`src/rtl/digit_serial_alu.sv`:
```
// digit_serial_alu: WIDTH-bit ALU that works LSB-first, DIGIT bits per clock, with a registered carry chain and start/done handshake
module digit_serial_alu #(
  parameter int WIDTH = 32,
  parameter int DIGIT = 8
) (
  input  logic             clk,
  input  logic             rst_n,
  input  logic             start,
  input  logic [3:0]       F,
  input  logic [WIDTH-1:0] a,
  input  logic [WIDTH-1:0] b,
  output logic             busy,
  output logic             done,
  output logic [WIDTH-1:0] result,
  output logic             cout,
  output logic             overflow,
  output logic             zero,
  output logic             carry_flag
);
  localparam int N = WIDTH / DIGIT;
  localparam int KW = N > 1 ? $clog2(N) : 1;
  localparam logic [KW-1:0] KLAST = KW'(N - 1);
  typedef enum logic [1:0] {IDLE, RUN, DONE} state_t;
  state_t state;
  logic [WIDTH-1:0] a_r, b_r, res_n;
  logic [3:0] f_r;
  logic [KW-1:0] k;
  logic c, arith, ovf, accept;
  logic [DIGIT-1:0] as, br, bs, slice;
  logic [DIGIT:0] sum;
  always_comb begin
    accept = start && state != RUN;
    arith = f_r inside {4'b0010, 4'b0110, 4'b0011, 4'b0111};
    as = a_r[k*DIGIT +: DIGIT];
    br = b_r[k*DIGIT +: DIGIT];
    bs = br ^ {DIGIT{f_r[2]}};
    sum = {1'b0, as} + {1'b0, bs} + {{DIGIT{1'b0}}, c};
    ovf = as[DIGIT-1] ^ bs[DIGIT-1] ^ sum[DIGIT-1] ^ sum[DIGIT];
    slice = f_r == 4'b0000 ? as & br :
            f_r == 4'b0001 ? as | br :
            f_r == 4'b0100 ? as ^ br :
            f_r == 4'b1100 ? ~(as | br) :
            arith ? sum[DIGIT-1:0] : '0;
    res_n = result;
    res_n[k*DIGIT +: DIGIT] = slice;
  end
  always_ff @(posedge clk) begin
    if (!rst_n) begin
      state <= IDLE;
      a_r <= '0;
      b_r <= '0;
      f_r <= '0;
      k <= '0;
      c <= 1'b0;
      busy <= 1'b0;
      done <= 1'b0;
      result <= '0;
      cout <= 1'b0;
      overflow <= 1'b0;
      zero <= 1'b0;
      carry_flag <= 1'b0;
    end else if (accept) begin
      state <= RUN;
      a_r <= a;
      b_r <= b;
      f_r <= F;
      k <= '0;
      c <= F[0] ? carry_flag : F[2];
      busy <= 1'b1;
      done <= 1'b0;
      result <= '0;
    end else if (state == RUN) begin
      result <= res_n;
      c <= sum[DIGIT];
      k <= k + 1'b1;
      if (k == KLAST) begin
        state <= DONE;
        busy <= 1'b0;
        done <= 1'b1;
        cout <= arith && sum[DIGIT];
        overflow <= arith && ovf;
        zero <= res_n == '0;
        carry_flag <= arith ? sum[DIGIT] : carry_flag;
      end
    end else if (state == DONE) begin
      state <= IDLE;
      done <= 1'b0;
    end
  end
endmodule

```
`config.mk`:
```
export PLATFORM = sky130hd
export DESIGN_NAME = digit_serial_alu
export DESIGN_NICKNAME = d
export VERILOG_FILES = /design/src/rtl/digit_serial_alu.sv
export SDC_FILE = /design/constraint.sdc
export NUM_CORES = 1
export LEC_CHECK = 0
export ABC_AREA = 1
export CORE_ASPECT_RATIO = 0.7
export CORE_UTILIZATION = 55
export CTS_BUF_LIST = sky130_fd_sc_hd__clkbuf_8
export CTS_CLUSTER_DIAMETER = 50
export DETAILED_ROUTE_END_ITERATION = 10
export PLACE_DENSITY = 0.85
export SLEW_MARGIN = 20
export SYNTH_ARGS = -nofsm -noshare
export SYNTH_HDL_FRONTEND = slang
export SYNTH_SLANG_ARGS = --single-unit
```
`constraint.sdc`:
```
create_clock -name clk -period 4.65 [get_ports clk]
set_clock_uncertainty 0.15 [all_clocks]
set_input_delay 0.465 -clock clk [delete_from_list [all_inputs] [get_ports clk]]
set_output_delay 0.465 -clock clk [all_outputs]
set_load 0.03 [all_outputs]
```
After elaboration in Yosys (flattened, before gate mapping)
Index checks and enable logic that the tools add are counted.
Word-level totals
  register bits after elaboration: 111
  input bits: 71
  output and inout bits: 38
  word-level logic and storage cells: 80
Operators by class
  $add $sub $neg: 4
  equal/unequal tests: 13
  shift operators: 4
  multiplexer cells: 19
  bitwise gates (word level): 10
  reductions and logical operators: 16
Operator list (number)
  indexed part select 32 x 6 -> 8 bit: 2
  2-to-1 mux 8 bit: 5
  negation 5 -> 34 bit: 1
  variable shift 8 x 34 -> 32 bit (first input constant): 1
  indexed part select 8 x 34 -> 32 bit: 1
  bitwise mux 32 bit: 1
  logical NOT 32 bit: 1
  XOR 8 bit: 2
  equality test 4 x 3 -> 1 bit (second input constant): 3
  2-to-1 mux 1 bit: 10
  adder 8 x 8 -> 9 bit: 1
  adder 9 x 1 -> 9 bit: 1
  AND 8 bit: 1
  equality test 4 x 2 -> 1 bit (second input constant): 2
  NOT 8 bit: 1
  bitwise OR 8 bit: 1
  2-to-1 mux 2 bit: 3
  AND reduction 2 bit: 3
  nonzero test 2 bit: 3
  equality test 2 bit (second input constant): 2
  equality test 4 x 1 -> 1 bit (second input constant): 1
  equality test 4 bit (second input constant): 1
  logical NOT 4 bit: 1
  inequality test 2 x 1 -> 1 bit (second input constant): 2
  other kinds (11): 16

Logic depth before layout (Yosys ltp)
Gate-level depths: netlist of run 1.
  depth in word-level cells: 12
  gate-level depth with buffers: 27
  mapped depth without buffers: 25

Worst setup path before layout of run 1
Ideal clock, no wire load.
  kind: register to register
  start: register k[1]
  end: register zero
  library setup time: 0.058 ns
  data arrival time: 3.431 ns
  data required time: 4.442 ns
  slack: 1.011 ns
  stages on the path, launching flop included: 23
  path buffers: 2
  clock period less this slack: 3.639 ns
  cells stage by stage: dfxtp_1 -> clkbuf_1 -> clkinv_1 -> clkbuf_1 -> a32oi_1 -> inv_1 -> fa_1 -> fa_1 -> inv_1 -> nand2_1 -> nand2_1 -> nand3_1 -> nand2_1 -> nand2_1 -> nand3_1 -> nand4_1 -> nand3_1 -> nor2_1 -> a21boi_0 -> nand2_1 -> nor2_1 -> nand3_1 -> nand2_1
Between the ends
  word-level cells in the longest chain between the ends: 12
  elaborated cells on any way between the ends: 21
  those cells by class: add/sub: 3; eq/ne: 1; shift: 4; mux: 6; bitwise: 5; reduce/logical: 2
RTL lines
  from (decl): RTL line 27  | logic [KW-1:0] k;
  from (signal assigned): RTL line 75  | k <= k + 1'b1;
  indexed part select 32 x 6 -> 8 bit: RTL line 35  | br = b_r[k*DIGIT +: DIGIT];
  XOR 8 bit: RTL line 36  | bs = br ^ {DIGIT{f_r[2]}};
  adder 8 x 8 -> 9 bit: RTL line 37  | sum = {1'b0, as} + {1'b0, bs} + {{DIGIT{1'b0}}, c};
  adder 9 x 1 -> 9 bit: RTL line 37
  2-to-1 mux 8 bit: RTL line 43  | arith ? sum[DIGIT-1:0] : '0;
  2-to-1 mux 8 bit: RTL line 42  | f_r == 4'b1100 ? ~(as | br) :
  2-to-1 mux 8 bit: RTL line 41  | f_r == 4'b0100 ? as ^ br :
  2-to-1 mux 8 bit: RTL line 40  | f_r == 4'b0001 ? as | br :
  2-to-1 mux 8 bit: RTL line 39  | slice = f_r == 4'b0000 ? as & br :
  indexed part select 8 x 34 -> 32 bit: RTL line 45  | res_n[k*DIGIT +: DIGIT] = slice;
  bitwise mux 32 bit: RTL line 45
  logical NOT 32 bit: RTL line 82  | zero <= res_n == '0;
  to (signal assigned): RTL line 60  | zero <= 1'b0;
  to (signal assigned): RTL line 82
  to (decl): RTL line 17  | output logic zero,
Several ways; a longest one is shown, not always the timed one.
A chain may end at the register's enable or synchronous reset.

Final worst setup path of run 1
Same ends and word-level chain as after synthesis.

==> run metrics, run 1 <==
CP Launch Type flop; Resized cells post-CTS 0; Final min period 3.97 ns; DIE AREA 0.0117 mm²; final WL 17.1 mm; Starting Density 58.1%; adder-cell area share of the yosys netlist 6.52%; initial antenna violation count 0; Die H 90.7 µm; largest net degree at the start of global routing 74; IO Pins 109; maximum clock rate 0.252 GHz; NumNets Final 1126; Post-CTS Hold Fix Bufs 0; Post-synth EDFFs 0; cell taking the most area after synthesis dfxtp_1; Remaining DRCs 0; Iter 0 DRT Violations 648; GP Congestion 1.04; area of the multi-input gates 0.00337 mm²; Compound-Gate Fraction of Synth Area 14.4%; Num CTS Buffers 9; CTS tree yes; #FFs+latches synth 110; Setup CP Type reg -> reg; RSZ-0062 raised after global routing no; # rows 31; routed wire length per instance 14.6 µm; total setup buffers inserted after CTS 0; WP data required 4.83 ns; Place WS 0.858 ns; Mapped Cells 936; register area share after synthesis 35.7%; Pre-antenna DRT Iters 5; Post-DRT Antenna Nets 0; Clock transition at path regs 0.11 ns; max_cap viols 0; Vias/cell 5.37; post-synthesis xor/xnor area fraction 1.28%; crit path max fanout 15; Final Total Pwr 2.25 mW; final setup vio count 0; asr flop ratio synth 0%; GRT Total Usage 30.6%; Slew @ Worst Pin 0.795 ns; Max Slew Vio Count 0; largest cells by area after synthesis dfxtp_1 (36%), nand2_1 (11%), nor2_1 (11%); GRT Residual Overflow 0; status finished, final reports clean; vias in the first global route 5702; Main synth FF type dfxtp_1; main combinational cell family by area after synthesis simple AND/OR/NAND/NOR gates; Slew headroom 46.6%; H-tree levels 3; non-filler cells, final 1177; Via Count 6320; sequential standard cell area 0.00220 mm²; Leak 3.56 nW; fin area 0.00755 mm²; Synthesized Nets 1038; IR drop worst, VDD 161 µV; Skew-Pair Late Insertion Delay 0.39 ns; Area after DPL 0.00736 mm²; final hold violation count 0; global-route wire length before repair 28.1 mm; setup tns final 0 ns; fin crit share 85.3%; area grow syn2layout 22.3%; Avg Cell Area, Syn 6.60 µm²; core area 0.0106 mm²; Cells after DPL 1161; multiplexer share of the synthesized area 0%; Critical Path End Type flop; Max Root-Sink Buffers 2; Synth Cell Area 0.00617 mm²; hold crit path type reg -> reg; port bufs 108; die width 129 µm; post-synthesis cell type count 39; CP arrival 4.15 ns; area share of the largest cell type after synthesis 35.7%; setup ws final 0.684 ns; Syn. warnings 0; pwr/cell area 297 mW/mm²; CTS Sinks 110; diodes inserted 0; fill count 940; HPWL Detailed 12.8 mm; cell at the root of the clock tree clkbuf_8; layout cell share with drive strength beyond 1 5.05%; Post-Synth Simple-Gate Area 32.2%
==> path summary, 6_finish.rpt <==
kind,from,end,slack (ns),cells after the start
worst max-delay path,k[1],zero,0.68,21
worst min-delay path,a_r[22],a_r[22],0.32,2
worst max register to register,k[1],zero,0.68,21
worst min register to register,a_r[22],a_r[22],0.32,2
==> per-layer routing <==
layer / up-vias / wire [µm] / GRT usage (%)
li1: 3169 / - / -
met1: 2808 / 8040 / 44.7
met2: 324 / 6860 / 43.2
met3: 19 / 2120 / 10.3
met4: 0 / 123 / 5.39
met5: - / 0 / 0
==> sequential cells by signal, summed over array words and instances, names as in the netlist <==
signal and count:
a_r 32, b_r 32, busy 1, c 1, carry_flag 1, cout 1, done 1, f_r 4
k 2, overflow 1, result 32, state 1, zero 1
==> metrics by stage <==
step           util [%]  hold slack, ns
2_1_floorplan         -           0.280
3_3_place_gp       69.3           0.296
3_5_place_dp       69.3           0.301
4_1_cts            71.1           0.317
5_1_grt            71.1           0.352
6_report           71.1           0.317
==> synthesized netlist by cell type (2+ instances only) <==
cell and instances:
a21boi_0 3, a21oi_1 28, a32oi_1 8, buf_1 2, clkbuf_1 39, clkinv_1 3
dfxtp_1 110, fa_1 2, ha_1 29, inv_1 108, inv_2 5, nand2_1 187
nand3_1 56, nand3_2 2, nand4_1 16, nor2_1 182, nor2_2 3, nor2_4 3
nor3_1 2, o211ai_1 18, o21ai_0 88, o21ai_1 6, o22ai_1 4, or2_0 2
or2_1 4, or2_2 5, xor2_1 9
==> placed cells by master (no fill, tap or decap), types with 6 or more instances in the layout <==
| cell | count |
|---|---|
| xor2_1 | 9 |
| o211ai_1 | 18 |
| o21ai_0 | 88 |
| dfxtp_1 | 110 |
| clkbuf_8 | 9 |
| inv_1 | 109 |
| a32oi_1 | 8 |
| nand2_1 | 187 |
| ha_1 | 29 |
| nor2_1 | 181 |
| buf_4 | 12 |
| o21ai_1 | 6 |
| nand3_1 | 56 |
| a21oi_1 | 28 |
| clkdlybuf4s50_1 | 107 |
| nand4_1 | 16 |
==> critical path, stage by stage (launching register included) <==
cell      delay, ns
dfxtp_1        0.33
buf_4          0.18
clkinv_1       0.36
a32oi_1        0.38
inv_1          0.11
fa_1           0.47
fa_1           0.41
inv_1          0.07
nand2_1        0.06
nand2_1        0.10
nand3_1        0.08
nand3_1        0.08
nand3_1        0.06
nand2_1        0.06
nand2_1        0.10
nand2_1        0.09
o21ai_0        0.11
nor3_1         0.25
nand3_1        0.10
nor2_1         0.20
nand3_1        0.11
nand2_1        0.06
==> report_power, final <==
part | internal (mW) | switching, mW | leakage (nW) | total (mW)
Sequential | 1.01 | 0.0425 | 0.907 | 1.05
Combinational | 0.242 | 0.388 | 2.56 | 0.630
Clock | 0.209 | 0.358 | 0.101 | 0.567
Total | 1.46 | 0.789 | 3.56 | 2.25
==> final cells by class <==
type	count	area share, %
clock buffer	9	1.64
sequential	110	29.2
inverter	117	5.85
clock inverter	7	0.878
timing repair buffer	120	15.4
tap	148	2.45
multi-input combinational	666	44.6
==> kinds of logic after synthesis <==
logic type	after synthesis
flops	110
simple gates	467
buf+inv	160
fa+ha+maj	31
compound gates	159
xor+xnor	9
Note: power is estimated with default switching activity, not from simulation.
==> inputs of run 2 (changes only) <==
--- a/config.mk
+++ b/config.mk
@@ -7,11 +7,11 @@
 export LEC_CHECK = 0
 export ABC_AREA = 1
 export CORE_ASPECT_RATIO = 0.7
-export CORE_UTILIZATION = 55
+export CORE_UTILIZATION = 41
 export CTS_BUF_LIST = sky130_fd_sc_hd__clkbuf_8
 export CTS_CLUSTER_DIAMETER = 50
 export DETAILED_ROUTE_END_ITERATION = 10
-export PLACE_DENSITY = 0.85
+export PLACE_DENSITY = 0.67
 export SLEW_MARGIN = 20
 export SYNTH_ARGS = -nofsm -noshare
 export SYNTH_HDL_FRONTEND = slang
==> run metrics, run 2 (synthesized netlist as in run 1, its figures left out) <==
pwr/cell area 299 mW/mm²; Critical Path End Type flop; most common cell after layout, fill and taps aside nand2_1; Resized cells post-CTS 0; CTS Sinks 110; Hold Crit Start state[0]; HPWL Detailed 13.2 mm; H-tree levels 3; most frequent cells in the layout nand2_1 (187), nor2_1 (181), dfxtp_1 (110), inv_1 (108), clkdlybuf4s50_1 (107); Crit path largest cell delay 0.63 ns; Slew headroom 44.6%; Worst path most repeated cell nand2_1; r2r setup slk 0.52 ns; hold worst-path end done; final setup vio count 0; largest net degree at the start of global routing 74; Setup CP Type reg -> reg; maximum clock rate 0.242 GHz; Leak 3.56 nW; diodes inserted 0; area of the multi-input gates 0.00337 mm²; Reg-to-Reg Start k[1]; sw frac 35.7%; fill count 1488; WP data required 4.84 ns; Starting Density 41.9%; GRT Total Usage 24.2%; CP arrival 4.32 ns; Final Total Pwr 2.28 mW; die width 149 µm; Cells after DPL 1206; status finished, final reports clean; setup tns final 0 ns; NumNets Final 1124; hold depth 2; Via Count 6218; vias in the first global route 5710; fin crit share 88.9%; global-route wire length before repair 29.6 mm; Psw 814 µW; internal power 1.46 mW; hold crit path type reg -> reg; GP Congestion 0.988; Place WS 0.611 ns; core area 0.0147 mm²; CP cell instances clkinv_1 > a32oi_1 > inv_1 > fa_1 > fa_1 > inv_1 > nand2_1 > nand2_1 > nand3_1 > nand2_1 > nand2_1 > nand3_1 > nand4_1 > nand3_1 > nor2_1 > a21boi_0 > nand2_1 > nor2_1 > nand3_1 > nand2_1; CP Launch Type flop; Skew-Pair Late Insertion Delay 0.40 ns; share of power burned in registers 46.0%; Max Root-Sink Buffers 2; area grow syn2layout 23.4%; Final min period 4.13 ns; RSZ-0062 raised after global routing no; hold slack 0.321 ns; Vias/cell 5.09; IO Pins 109; initial antenna violation count 0; clock share of power 26.4%; Pre-antenna DRT Iters 6; Max Slew Vio Count 0; non-filler cells, final 1222; Slew @ Worst Pin 0.824 ns; # rows 37; RR Endpoint zero; final hold violation count 0; DIE AREA 0.0156 mm²; IR drop worst, VDD 145 µV; CTS tree yes; final WL 17.8 mm; cell at the root of the clock tree clkbuf_8; top cell family by delay on the critical path simple AND/OR/NAND/NOR gates; crit path max fanout 13; R2R depth 20; port bufs 108; Remaining DRCs 0; Post-CTS Hold Fix Bufs 0; Iter 0 DRT Violations 583; Die H 105 µm; Post-DRT Antenna Nets 0; Clock transition at path regs 0.12 ns; Num CTS Buffers 9; total setup buffers inserted after CTS 0; biggest regs a_r: 32 flops, b_r: 32 flops, result: 32 flops; GRT Residual Overflow 0; sequential standard cell area 0.00220 mm²; setup ws final 0.517 ns; CP bufs+invs 3; max_cap viols 0; routed wire length per instance 14.6 µm; combinational share of power 27.5%; layout cell share with drive strength beyond 1 4.97%; Critical-path top delay cell dfxtp_1
run 2: power groups by stage:
| stage | Combinational, mW | Sequential (mW) | Clock, mW |
|---|---|---|---|
| 5_1_grt | 0.702 | 1.06 | 0.647 |
| 4_1_cts | 0.621 | 1.05 | 0.615 |
| 3_3_place_gp | 0.615 | 1.07 | 0 |
| 2_1_floorplan | 0.381 | 1.09 | 0 |
| 6_report | 0.628 | 1.05 | 0.602 |
| 3_5_place_dp | 0.617 | 1.07 | 0 |
run 2: worst max path at each step:
stage               startpoint   end  slack [ns]  depth (start not counted)
finish                    k[1]  zero        0.52                         20
global route              k[1]  zero        0.11                         20
CTS                       k[1]  zero        0.59                         20
detailed placement        k[1]  zero        0.61                         20
global placement          k[1]  zero        0.82                         20
floorplan                 k[1]  zero        1.01                         22
run 2: cell type report:
class	instances	share of cell area, %
Tap cell	195	3.20
Inverter	117	5.80
Clock buffer	9	1.63
Sequential cell	110	28.9
Clock inverter	7	1.15
Timing Repair Buffer	118	15.1
Multi-Input combinational cell	666	44.2
run 2: through the flow:
stage / utilization [%] / instance area, µm²
2_1_floorplan: - / 6170
3_3_place_gp: 50.3 / 7410
3_5_place_dp: 50.3 / 7410
4_1_cts: 51.8 / 7620
5_1_grt: 51.8 / 7620
6_report: 51.8 / 7620
run 2: routing by layer:
metal / global-route usage (%) / vias up / wire length, µm
met3: 5.85 / 9 / 1480
li1: - / 3165 / -
met1: 36.1 / 2819 / 8930
met2: 34.7 / 225 / 7310
met5: 0 / - / 0
met4: 5.23 / 0 / 107
run 2: tightest hold or removal path, cell delays in order, from the launching register on:
cell	delay [ns]
dfxtp_1	0.33
o21ai_0	0.07
nor2_1	0.05
==> inputs of run 3 (changes only) <==
--- a/config.mk
+++ b/config.mk
@@ -12,7 +12,10 @@
 export CTS_CLUSTER_DIAMETER = 50
 export DETAILED_ROUTE_END_ITERATION = 10
 export PLACE_DENSITY = 0.67
+export RECOVER_POWER = 25
+export SKIP_LAST_GASP = 1
 export SLEW_MARGIN = 20
 export SYNTH_ARGS = -nofsm -noshare
 export SYNTH_HDL_FRONTEND = slang
 export SYNTH_SLANG_ARGS = --single-unit
+export TNS_END_PERCENT = 50
==> run metrics, run 3 (synthesized netlist as in run 1, its figures left out) <==
status finished, violations left; failing checks capacitance limit, slew limit; Leak 3.54 nW; max_cap viols 2; Crit path largest cell delay 0.63 ns; cell at the root of the clock tree clkbuf_8; area grow syn2layout 23.1%; share of power burned in registers 46.0%; Worst path most repeated cell nand2_1; die width 149 µm; final setup vio count 0; HPWL Detailed 13.2 mm; layout cell share with drive strength beyond 1 4.58%; routed wire length per instance 14.5 µm; clock share of power 26.4%; Die H 105 µm; CP cell instances clkinv_1 > a32oi_1 > inv_1 > fa_1 > fa_1 > inv_1 > nand2_1 > nand2_1 > nand3_1 > nand2_1 > nand2_1 > nand3_1 > nand4_1 > nand3_1 > nor2_1 > a21boi_0 > nand2_1 > nor2_1 > nand3_1 > nand2_1; Reg-to-Reg Start k[1]; IO Pins 109; Clock transition at path regs 0.12 ns; Skew-Pair Late Insertion Delay 0.40 ns; non-filler cells, final 1222; met2 WL 7.22 mm; Post-CTS Hold Fix Bufs 0; diodes inserted 0; most common cell after layout, fill and taps aside nand2_1; CTS Sinks 110; H-tree levels 3; CTS tree yes; Via Count 6187; Pre-antenna DRT Iters 5; top sig layer met4; combinational share of power 27.5%; Iter 0 DRT Violations 637; hold crit path type reg -> reg; Final Total Pwr 2.28 mW; Cells after DPL 1206; Starting Density 41.9%; Psw 815 µW; biggest regs a_r: 32 flops, b_r: 32 flops, result: 32 flops; M1 wire length 8.93 mm; most frequent cells in the layout nand2_1 (187), nor2_1 (182), dfxtp_1 (110), inv_1 (108), clkdlybuf4s50_1 (106); NumNets Final 1124; hold depth 2; pwr/cell area 300 mW/mm²; Resized cells post-CTS 0; crit path max fanout 13; final WL 17.8 mm; # rows 37; Post-DRT Antenna Nets 0; IR drop worst, VDD 145 µV; vias in the first global route 5710; RR Endpoint zero; WP data required 4.85 ns; crit path from k[1]; GRT Total Usage 24.2%; R2R depth 20; maximum clock rate 0.243 GHz; Num CTS Buffers 9; largest net degree at the start of global routing 74; sw frac 35.7%; Setup CP Type reg -> reg; CP arrival 4.32 ns; global-route wire length before repair 29.6 mm; Max Slew Vio Count 143; final hold violation count 0; Slew headroom -69.7%; Max Root-Sink Buffers 2; Vias/cell 5.06; port bufs 108; Hold Crit Start state[0]; r2r setup slk 0.53 ns; hold worst-path end done; GRT Residual Overflow 0; DIE AREA 0.0156 mm²; internal power 1.46 mW; core area 0.0147 mm²; Critical Path End Type flop; Remaining DRCs 0; setup tns final 0 ns; GP Congestion 0.988; Slew @ Worst Pin 2.55 ns; CP Launch Type flop; Final min period 4.12 ns; routed wl met3 1.50 mm; total setup buffers inserted after CTS 0; hold slack 0.324 ns; initial antenna violation count 0; RSZ-0062 raised after global routing no; post-layout util 51.6%; fill count 1489; Critical-path top delay cell dfxtp_1; fin crit share 88.6%
run 3: cell count changes in the layout (fill, tap and decap cells not counted):
cell / previous run / this run
buf_4: 10 / 7
dlygate4sd3_1: 0 / 1
nor2_4: 4 / 3
nor2_1: 181 / 182
clkbuf_1: 0 / 3
clkdlybuf4s50_1: 107 / 106
run 3: per-layer routing:
layer | up-vias | global-route usage (%)
met5 | - | 0
met4 | 0 | 5.23
met3 | 10 | 5.85
met2 | 220 | 34.7
met1 | 2795 | 36.1
li1 | 3162 | -
run 3: worst max-delay path by stage:
| stage | depth (start not counted) | slack [ns] | to |
|---|---|---|---|
| after detailed placement | 20 | 0.61 | zero |
| after global placement | 20 | 0.82 | zero |
| final | 20 | 0.53 | zero |
| after CTS | 20 | 0.59 | zero |
| after floorplan | 22 | 1.01 | zero |
| after global routing | 20 | 0.11 | zero |
run 3: final cells by class:
class / instances / area (µm²) / share of cell area, %
Multi-Input combinational cell: 666 / 3360 / 44.2
Sequential cell: 110 / 2200 / 29.0
Timing Repair Buffer: 118 / 1140 / 15.0
Inverter: 117 / 442 / 5.81
Tap cell: 195 / 244 / 3.21
Clock buffer: 9 / 124 / 1.63
Clock inverter: 7 / 87.6 / 1.15
run 3: critical path: cells and delay by family, from the launching register on:
family | cells | cell delay, ns
and+or+nand+nor | 13 | 1.17
adders and majority gates | 2 | 0.89
DFF | 1 | 0.63
AOI/OAI and AO/OA | 2 | 0.63
buffers and inverters | 3 | 0.60
run 3: power by group through the flow:
| stage | Sequential (mW) | Clock (mW) | Combinational, mW |
|---|---|---|---|
| finish | 1.05 | 0.602 | 0.627 |
| global route | 1.06 | 0.647 | 0.701 |
| CTS | 1.05 | 0.615 | 0.621 |
| detailed placement | 1.07 | 0 | 0.617 |
| global placement | 1.07 | 0 | 0.615 |
| floorplan | 1.09 | 0 | 0.381 |
run 3: metrics by stage:
stage | area, µm² | setup slack [ns]
2_1_floorplan | 6170 | 1.01
3_3_place_gp | 7410 | 0.815
3_5_place_dp | 7410 | 0.611
4_1_cts | 7620 | 0.593
5_1_grt | 7600 | 0.113
6_report | 7600 | 0.528
==> RTL edit: new RTL, settings of run 3 <==
The parameter `WIDTH` goes from 32 to 16.
--- a/src/rtl/digit_serial_alu.sv
+++ b/src/rtl/digit_serial_alu.sv
@@ -1,6 +1,6 @@
 // digit_serial_alu: WIDTH-bit ALU that works LSB-first, DIGIT bits per clock, with a registered carry chain and start/done handshake
 module digit_serial_alu #(
-  parameter int WIDTH = 32,
+  parameter int WIDTH = 16,
   parameter int DIGIT = 8
 ) (
   input  logic             clk,
Interface: changed (resized a, b and result); port bits go from 109 to 61. No check against the original RTL was run, so the function may have changed too.
==> RTL edit against run 3 <==
Sequential cell count shrank 49. Power fell by 35%. Register-to-register slack improved by 820 ps. Area after synthesis decreased by 42%. Wire length shrank 45%. Critical endpoint is now a_r[6]. Critical path depth shrank 12. Final area shrank 41%. First-iteration DRC count decreased by 66%. Critical path type is now in2reg. Sequential share of layout area fell by 1.8 points. Core utilization rose by 1.5 points. Setup slack better by 640 ps.
==> RTL edit: results (changes against run 3) <==
- Status: completed
- Yosys cell types: 33 (-15%)
- Syn Nets: 591 (-43%)
- Layout Nets: 652 (-42%)
- Inserted Diodes: 0 (unchanged)
- Leakage power: 0.00217 uW (-39%)
- Tot GR Track Use: 23.1% (-1.1 points)
- Crit-path max FO: 37 (+24)
- Met2 Use GR: 34.0% (-0.75 points)
- Via count: 3,515 (-43%)
- Setup Buffers After CTS: 0 (unchanged)
- Async set-reset flop share out of synthesis: 0% (unchanged)
- Largest net degree at the start of global routing: 39 (-47%)
- Drt pass-1 iters: 4 (-1)
- M1 GR Usage: 32.7% (-3.4 points)
- Post-DP HPWL: 7.46 mm (-43%)
- Synth area leaders: dfxtp_1 34%, nor2_1 9.5%, o21ai_0 9.2%
- Vias in the first global route: 3,275 (-43%)
- Met1 WL: 4.98 mm (-44%)
- Share of cells above drive strength 1: 9.27% (+4.7 points)
- Clk Latency, worst-skew pair: 350 ps (-50 ps)
- Placed Instances: 697 (-42%)
- Metal3 WL: 835 microns (-44%)
- DRT Wirelength: 9.74 mm (-45%)
- DR WL met2: 3.84 mm (-47%)
- Hold Crit Class: reg2reg
- Sequential-to-total area share from yosys stat: 34.2% (-1.5 points)
- Initial antenna violation count: 0 (unchanged)
- Root buffer cell: clkbuf_8
- Iter 0 DRT Violations: 216 (-66%)
- Worst-Margin Slew: 1390 ps (-1160 ps)
- Global-route wire length before repair: 16.0 mm (-46%)
- Yosys Warn Count: 0 (unchanged)
- Post-place setup slack: 1590 ps (+981 ps)
- Port bufs: 60 (-44%)
- Routability congestion estimate: 0.970 (-1.8%)
- GR Layer Usage met3: 7.40% (+1.5 points)
- Sw Ratio: 34.2% (-1.5 points)
- WP data arrival: 3530 ps (-790 ps)
- Post-Syn Area per Cell: 6.78 sq um (+2.8%)
- Num CTS Buffers: 9 (unchanged)
- Top flop regs: a_r x16, b_r x16, result x16
- PostCTS Resize Cnt: 0 (unchanged)
- Final Instance Count excl. Fillers: 713 (-42%)
- Worst vdd ir: 0.173 mV (+19%)
- Clock slew seen by the registers of the worst setup and hold paths: 70 ps (-50 ps)
- Commonest cells in the synthesized netlist: 90 x nor2_1, 83 x nand2_1, 75 x inv_1
-- RTL edit: power groups by stage --
stage | combinational, uW | sequential [uW] | clock [uW]
2_1_floorplan | 271 | 598 | 0
3_3_place_gp | 408 | 588 | 0
5_1_grt | 470 | 582 | 526
4_1_cts | 416 | 577 | 498
3_5_place_dp | 413 | 589 | 0
6_report | 418 | 577 | 492
-- RTL edit: kinds of logic (layout without fill, tap and decap cells) --
| kind of cell | Yosys count | count (layout) | share of synthesized area, % |
|---|---|---|---|
| buffers and inverters | 97 | 163 | 10.6 |
| DFF | 61 | 61 | 34.2 |
| and+or+nand+nor | 242 | 242 | 30.2 |
| adders and majority gates | 25 | 25 | 9.17 |
| xor gates and xnor gates | 8 | 8 | 1.96 |
| AOI/OAI and AO/OA | 94 | 94 | 13.9 |
-- RTL edit: path summary, 6_finish.rpt --
path	cells past startpoint	to	from	slack [ps]
hold reg to reg	2	a_r[6]	a_r[6]	310
setup / recovery	8	a_r[6]	start	1160
hold / removal	2	a_r[6]	a_r[6]	310
setup reg to reg	8	a_r[6]	state[0]	1350
-- RTL edit: stage by stage --
stage	utilization (%)	cell area, sq um
after floorplan	-	3570
after global placement	50.9	4300
after detailed placement	50.9	4300
after CTS	53.4	4510
after global routing	53.2	4490
final	53.2	4490
-- RTL edit: layout make-up --
type	instances	area, sq um
Clock inverter	6	70.1
Sequential cell	61	1220
Tap cell	120	150
Timing Repair Buffer	67	646
Fill cell	857	3950
Clock buffer	10	138
Inverter	80	300
Multi-Input combinational cell	369	1960
-- RTL edit: critical path, cell delays in order --
cell and delay (ps):
dlygate4sd3_1 520, inv_1 80, nor2_2 100, clkbuf_1 990, inv_1 300, clkbuf_1 630, o21ai_0 360, a21oi_1 60
